**config.mk**
```make
export PLATFORM = sky130hd
export DESIGN_NAME = alu_uart_if_flat
export DESIGN_NICKNAME = d
export VERILOG_FILES = /design/src/rtl/alu_uart_if_if.sv /design/src/rtl/alu_uart_if.sv /design/src/flat_wrapper.sv
export SDC_FILE = /design/constraint.sdc
export NUM_CORES = 1
export LEC_CHECK = 0
export CAP_MARGIN = 20
export CORE_MARGIN = 2
export CORE_UTILIZATION = 46
export DETAILED_ROUTE_END_ITERATION = 6
export PLACE_DENSITY = 0.86
export SYNTH_ARGS = -nofsm -noshare
export SYNTH_HDL_FRONTEND = slang
export SYNTH_SLANG_ARGS = --single-unit
```
**constraint.sdc**
```tcl
create_clock -name i_clk -period 2.6 [get_ports i_clk]
set_clock_uncertainty 0.1 [all_clocks]
set_input_delay 0.52 -clock i_clk [delete_from_list [all_inputs] [get_ports i_clk]]
set_output_delay 0.52 -clock i_clk [all_outputs]
set_load 0.02 [all_outputs]
```
**src/rtl/alu_uart_if_if.sv**
```systemverilog
// Bus bundle between the UART/ALU sequencer and its surroundings.
// master: the sequencer side (drives ALU operands and TX requests).
// slave:  the environment side (UART RX/TX and the combinational ALU).
interface alu_uart_if_if #(
  parameter int NB_DATA = 8,
  parameter int NB_OP   = 6
);
  logic [NB_DATA-1:0] i_rx_data;
  logic               i_rx_done;
  logic               i_tx_done;
  logic [NB_DATA-1:0] i_alu_result;
  logic [NB_DATA-1:0] o_data_a;
  logic [NB_DATA-1:0] o_data_b;
  logic [NB_OP-1:0]   o_op;
  logic [NB_DATA-1:0] o_tx_data;
  logic               o_tx_start;
  logic               o_busy;
  logic               o_rx_overrun;

  modport master (
    input  i_rx_data, i_rx_done, i_tx_done, i_alu_result,
    output o_data_a, o_data_b, o_op, o_tx_data, o_tx_start, o_busy, o_rx_overrun
  );

  modport slave (
    output i_rx_data, i_rx_done, i_tx_done, i_alu_result,
    input  o_data_a, o_data_b, o_op, o_tx_data, o_tx_start, o_busy, o_rx_overrun
  );
endinterface

```
**src/rtl/alu_uart_if.sv**
```systemverilog
// Sequencer between UART RX/TX and the combinational ALU.
// Collects operand A, operand B and the op code from three received bytes,
// presents them to the ALU, then hands the captured result to the UART TX.
// Optional feature: define ALU_IF_TIMEOUT_EN to abandon a partial
// A/B/op sequence after TIMEOUT_CYCLES idle cycles between bytes.
module alu_uart_if #(
  parameter int NB_DATA        = 8,
  parameter int NB_OP          = 6,
  parameter int TIMEOUT_CYCLES = 1000000
) (
  input  logic          i_clk,
  input  logic          i_reset,
  alu_uart_if_if.master bus
);

  typedef enum logic [2:0] {
    S_WAIT_A,
    S_WAIT_B,
    S_WAIT_OP,
    S_EXEC,
    S_WAIT_TX
  } state_t;

  state_t             state_q, state_d;
  logic [NB_DATA-1:0] data_a_q, data_a_d;
  logic [NB_DATA-1:0] data_b_q, data_b_d;
  logic [NB_OP-1:0]   op_q, op_d;
  logic [NB_DATA-1:0] tx_data_q, tx_data_d;
  logic               tx_start_q, tx_start_d;
  logic               busy_q, busy_d;
  logic               rx_overrun_q, rx_overrun_d;
  logic               timeout_hit;

`ifdef ALU_IF_TIMEOUT_EN
  localparam int CNT_W = $clog2(TIMEOUT_CYCLES + 1);

  logic [CNT_W-1:0] cnt_q, cnt_d;

  // Idle-gap counter: only counts while a sequence is half received; an
  // arriving byte wins over expiry in the same cycle.
  always_comb begin
    cnt_d       = '0;
    timeout_hit = 1'b0;
    if ((state_q == S_WAIT_B || state_q == S_WAIT_OP) && !bus.i_rx_done) begin
      if (cnt_q == CNT_W'(TIMEOUT_CYCLES - 1)) begin
        timeout_hit = 1'b1;
      end else begin
        cnt_d = cnt_q + 1'b1;
      end
    end
  end

  // Counter register.
  always_ff @(posedge i_clk) begin
    if (i_reset) begin
      cnt_q <= '0;
    end else begin
      cnt_q <= cnt_d;
    end
  end
`else
  assign timeout_hit = 1'b0;
`endif

  // Next-state and output computation; everything holds unless a transition
  // updates it, tx_start is a single-cycle pulse.
  always_comb begin
    state_d      = state_q;
    data_a_d     = data_a_q;
    data_b_d     = data_b_q;
    op_d         = op_q;
    tx_data_d    = tx_data_q;
    tx_start_d   = 1'b0;
    rx_overrun_d = rx_overrun_q;
    case (state_q)
      S_WAIT_A: begin
        if (bus.i_rx_done) begin
          data_a_d = bus.i_rx_data;
          state_d  = S_WAIT_B;
        end
      end
      S_WAIT_B: begin
        if (bus.i_rx_done) begin
          data_b_d = bus.i_rx_data;
          state_d  = S_WAIT_OP;
        end else if (timeout_hit) begin
          state_d = S_WAIT_A;
        end
      end
      S_WAIT_OP: begin
        if (bus.i_rx_done) begin
          op_d    = bus.i_rx_data[NB_OP-1:0];
          state_d = S_EXEC;
        end else if (timeout_hit) begin
          state_d = S_WAIT_A;
        end
      end
      S_EXEC: begin
        // ALU has had a full cycle to settle on the new operands/op.
        tx_data_d  = bus.i_alu_result;
        tx_start_d = 1'b1;
        state_d    = S_WAIT_TX;
        if (bus.i_rx_done) begin
          rx_overrun_d = 1'b1;
        end
      end
      S_WAIT_TX: begin
        if (bus.i_tx_done) begin
          state_d = S_WAIT_A;
        end
        if (bus.i_rx_done) begin
          rx_overrun_d = 1'b1;
        end
      end
      default: begin
        state_d = S_WAIT_A;
      end
    endcase
    busy_d = (state_d == S_EXEC) || (state_d == S_WAIT_TX);
  end

  // State and output registers; reset abandons any pending transmission.
  always_ff @(posedge i_clk) begin
    if (i_reset) begin
      state_q      <= S_WAIT_A;
      data_a_q     <= '0;
      data_b_q     <= '0;
      op_q         <= '0;
      tx_data_q    <= '0;
      tx_start_q   <= 1'b0;
      busy_q       <= 1'b0;
      rx_overrun_q <= 1'b0;
    end else begin
      state_q      <= state_d;
      data_a_q     <= data_a_d;
      data_b_q     <= data_b_d;
      op_q         <= op_d;
      tx_data_q    <= tx_data_d;
      tx_start_q   <= tx_start_d;
      busy_q       <= busy_d;
      rx_overrun_q <= rx_overrun_d;
    end
  end

  assign bus.o_data_a     = data_a_q;
  assign bus.o_data_b     = data_b_q;
  assign bus.o_op         = op_q;
  assign bus.o_tx_data    = tx_data_q;
  assign bus.o_tx_start   = tx_start_q;
  assign bus.o_busy       = busy_q;
  assign bus.o_rx_overrun = rx_overrun_q;

endmodule

```
**src/flat_wrapper.sv**
```systemverilog
// flat-port wrapper written by rule: the top's interface ports become plain ports
module alu_uart_if_flat 
#(
  parameter int NB_DATA        = 8,
  parameter int NB_OP          = 6,
  parameter int TIMEOUT_CYCLES = 1000000
)
  (i_clk, i_reset, bus_i_rx_data, bus_i_rx_done, bus_i_tx_done, bus_i_alu_result, bus_o_data_a, bus_o_data_b, bus_o_op, bus_o_tx_data, bus_o_tx_start, bus_o_busy, bus_o_rx_overrun);
  alu_uart_if_if #(.NB_DATA(NB_DATA), .NB_OP(NB_OP)) bus_i ();
  input  logic i_clk;
  input  logic i_reset;
  input wire logic [$bits(bus_i.i_rx_data)-1:0] bus_i_rx_data;
  input wire logic [$bits(bus_i.i_rx_done)-1:0] bus_i_rx_done;
  input wire logic [$bits(bus_i.i_tx_done)-1:0] bus_i_tx_done;
  input wire logic [$bits(bus_i.i_alu_result)-1:0] bus_i_alu_result;
  output wire logic [$bits(bus_i.o_data_a)-1:0] bus_o_data_a;
  output wire logic [$bits(bus_i.o_data_b)-1:0] bus_o_data_b;
  output wire logic [$bits(bus_i.o_op)-1:0] bus_o_op;
  output wire logic [$bits(bus_i.o_tx_data)-1:0] bus_o_tx_data;
  output wire logic [$bits(bus_i.o_tx_start)-1:0] bus_o_tx_start;
  output wire logic [$bits(bus_i.o_busy)-1:0] bus_o_busy;
  output wire logic [$bits(bus_i.o_rx_overrun)-1:0] bus_o_rx_overrun;
  assign bus_i.i_rx_data = bus_i_rx_data;
  assign bus_i.i_rx_done = bus_i_rx_done;
  assign bus_i.i_tx_done = bus_i_tx_done;
  assign bus_i.i_alu_result = bus_i_alu_result;
  assign bus_o_data_a = bus_i.o_data_a;
  assign bus_o_data_b = bus_i.o_data_b;
  assign bus_o_op = bus_i.o_op;
  assign bus_o_tx_data = bus_i.o_tx_data;
  assign bus_o_tx_start = bus_i.o_tx_start;
  assign bus_o_busy = bus_i.o_busy;
  assign bus_o_rx_overrun = bus_i.o_rx_overrun;
  alu_uart_if #(.NB_DATA(NB_DATA), .NB_OP(NB_OP), .TIMEOUT_CYCLES(TIMEOUT_CYCLES)) u_core (.i_clk(i_clk), .i_reset(i_reset), .bus(bus_i));
endmodule
```
==> metrics.txt <==
status finished clean; Clock Latency Late Sink 0.33 ns; number of global-route vias before repair 1096; P_leak 0.750 nW; Hold Path Class flip-flop to flip-flop; Final Critical Period slightly below 2 ns; ratio of final minimum period to clock period between 70% and 80%; chip width 58.4 microns; Achievable Freq between 500 and 600 MHz; cell total after placement 211; Yosys cell types 20; WP buf/inv 1; CORE AREA about 2800 sq um; delay-heaviest family, CP buffers and inverters; worst reg-to-reg path cell count 2; Setup Buffers After CTS 0; Post-Syn Instances between 100 and 150; Hold Crit Depth 2; Fin Setup TNS 0 ns; routed wire length ~3100 microns; Syn Nets roughly 160; P per Cell Area 535 nW/um^2; reg2reg start u_core.state_q[1]$_SDFF_PP0_; Power Total roughly 0.001 W; Iter 0 DRT Violations 19; Reg clk slew, reported paths approximately 0.11 ns; Root Buffer clkbuf_4; Final Hold Fails 0; Num CTS Buffers 5; post-route ant nets 0; met3 Use GR under 10%; first-pass GRT wire length 5060 microns; min-delay src u_core.bus.o_data_a[4]$_SDFFE_PP0P_; cell area after placement 1860 sq um; RSZ-0062 raised after global routing false; clock sinks 36; grt ovf 0; # DRC 0; H-tree Lvls 2; CP Capture Type primary output; met2 usage ~33%; drt pass-1 iters 4; Hold-fix buffers, CTS 0; Max-Cap Viols 0; Setup CP Type flip-flop to primary output; critical path required time approximately 2.0 ns; Worst path max stage delay 0.61 ns; sequential share of the synthesized area between 50% and 60%; crit path cell chain clkdlybuf4s50_1; I/O Buffers between 50 and 60; Placer Congestion between 0.7 and 0.8; GR peak layer met2; post_cts resized 0; synthesized area 1360 sq um; CP Launch Type flip-flop; maximum vdd drop 476 uV; Worst R2R Setup Slack between 0.9 and 1 ns; Finished Layout Cells between 200 and 250; worst-margin pin slew about 0.61 ns; I/O pins 53; area grow syn2layout 40.6%; Rel. slew slack about three fifths; fin nets around 210; CP max stage cell clkdlybuf4s50_1; initial antenna violation count 0; CTS tree built; Setup crit start u_core.bus.o_rx_overrun$_SDFFE_PP0P_; DPL Wire Length 2320 microns; Initial Util approximately half; grt met1 use 23.5%; hold endpoint u_core.bus.o_data_a[4]$_SDFFE_PP0P_; Post-Layout Inst Area between 1500 and 2000 sq um; Worst EP arrival 1.32 ns; height of the chip 58.4 microns; antenna fix cells 0; CP max FO 3; largest net degree at the start of global routing 37; R2R Path End u_core.bus.o_rx_overrun$_SDFFE_PP0P_; Final Max Slew Viols 0; Max clock buf depth 2; die area around 3400 sq um; Syn Area/Cell a little under 10 sq um; GRT Util Overall between 10% and 20%; row count 19; vias per cell 4.99; number of synthesized register bits 36; per-cell routed wire length between 10 and 15 microns; final setup vio count 0; Yosys warning count 0; share of layout cells above drive strength 1 about 7.4%; Vias between 1000 and 1500
-- placed cells by master (no fill, tap or decap) --
cell | netlist | layout
nor4b_4 | 1 | 1
clkdlybuf4s50_1 | 0 | 52
buf_4 | 3 | 1
clkbuf_4 | 0 | 5
dfxtp_1 | 36 | 36
nor3_1 | 2 | 2
nand2_1 | 17 | 17
and2b_2 | 1 | 1
mux2i_1 | 22 | 22
clkinv_4 | 0 | 1
and3b_1 | 1 | 1
a21oi_1 | 12 | 12
clkinv_2 | 0 | 2
nor2_1 | 25 | 25
nand3b_1 | 2 | 2
and4bb_2 | 2 | 2
or4b_4 | 1 | 1
nor3b_1 | 1 | 1
o21ai_0 | 1 | 1
inv_1 | 2 | 2
a311oi_1 | 1 | 1
-- cell usage after synthesis (all sizes together) --
library cell | count | area (sq um)
and3b | 1 | 8.76
o21ai | 1 | 5.00
and4bb | 2 | 25.0
dfxtp | 36 | 721
or4b | 1 | 13.8
nor2 | 25 | 93.8
mux2i | 22 | 220
nand3b | 2 | 15.0
nor3 | 2 | 10.0
buf | 7 | 55.1
clkbuf | 4 | 15.0
nor4b | 1 | 23.8
a311oi | 1 | 8.76
and2b | 1 | 8.76
a21oi | 12 | 60.1
inv | 2 | 7.51
nor3b | 1 | 7.51
nand2 | 17 | 63.8
-- cell families (layout without fill, tap and decap cells) --
| group | count (synthesis) | in the layout | synth area share [%] |
|---|---|---|---|
| buf+inv | 13 | 63 | 5.69 |
| mux | 22 | 22 | 16.2 |
| simple gates | 53 | 53 | 19.8 |
| compound gates | 14 | 14 | 5.42 |
| flops | 36 | 36 | 52.9 |
-- sequential cells by signal, summed over array words and instances (netlist names) --
name                     cells
u_core.bus.o_op              6
u_core.bus.o_tx_start        1
u_core.bus.o_rx_overrun      1
u_core.bus.o_busy            1
u_core.bus.o_tx_data         8
u_core.state_q               3
u_core.bus.o_data_a          8
u_core.bus.o_data_b          8
-- power by group --
group / switching [W] / internal (W) / leakage [nW] / total [W]
sequential: 0.0000146 / 0.000570 / 0.292 / 0.000585
combinational: 0.0000716 / 0.0000793 / 0.423 / 0.000151
clock: 0.000184 / 0.000104 / 0.0349 / 0.000288
total: 0.000271 / 0.000754 / 0.750 / 0.00102
-- layer usage --
layer / wire length, microns / part of all wire (%)
met4: 43 / 1.4
met3: 149 / 4.8
met2: 1600 / 52
met5: 0 / 0
met1: 1310 / 42
-- worst max path at each step --
stage	slack, ns	cells after the start	end
2_1_floorplan	1.17	4	u_core.bus.o_data_a[0]$_SDFFE_PP0P_
3_3_place_gp	0.53	4	u_core.bus.o_data_b[4]$_SDFFE_PP0P_
3_5_place_dp	0.46	4	u_core.bus.o_data_b[7]$_SDFFE_PP0P_
4_1_cts	0.64	1	bus_o_rx_overrun
5_1_grt	0.61	1	bus_o_rx_overrun
6_report	0.66	1	bus_o_rx_overrun
-- cell type report --
| class | instances | area, sq um |
|---|---|---|
| clock buffers | 5 | 37.5 |
| clock inverters | 3 | 18.8 |
| fillers | 221 | 866 |
| inverters | 2 | 7.51 |
| multi-input cells | 89 | 564 |
| flip-flops and latches | 36 | 721 |
| well taps | 31 | 38.8 |
| repair buffers | 53 | 528 |
-- stage by stage --
| step | util, % | hold slack, ns | setup WS, ns |
|---|---|---|---|
| CTS | 68.9 | 0.367 | 0.644 |
| detailed placement | 66.8 | 0.353 | 0.456 |
| finish | 68.9 | 0.365 | 0.662 |
| global route | 68.9 | 0.398 | 0.609 |
| floorplan | - | 0.424 | 1.17 |
| global placement | 66.8 | 0.343 | 0.525 |
Power figures use the tool's default switching activity.
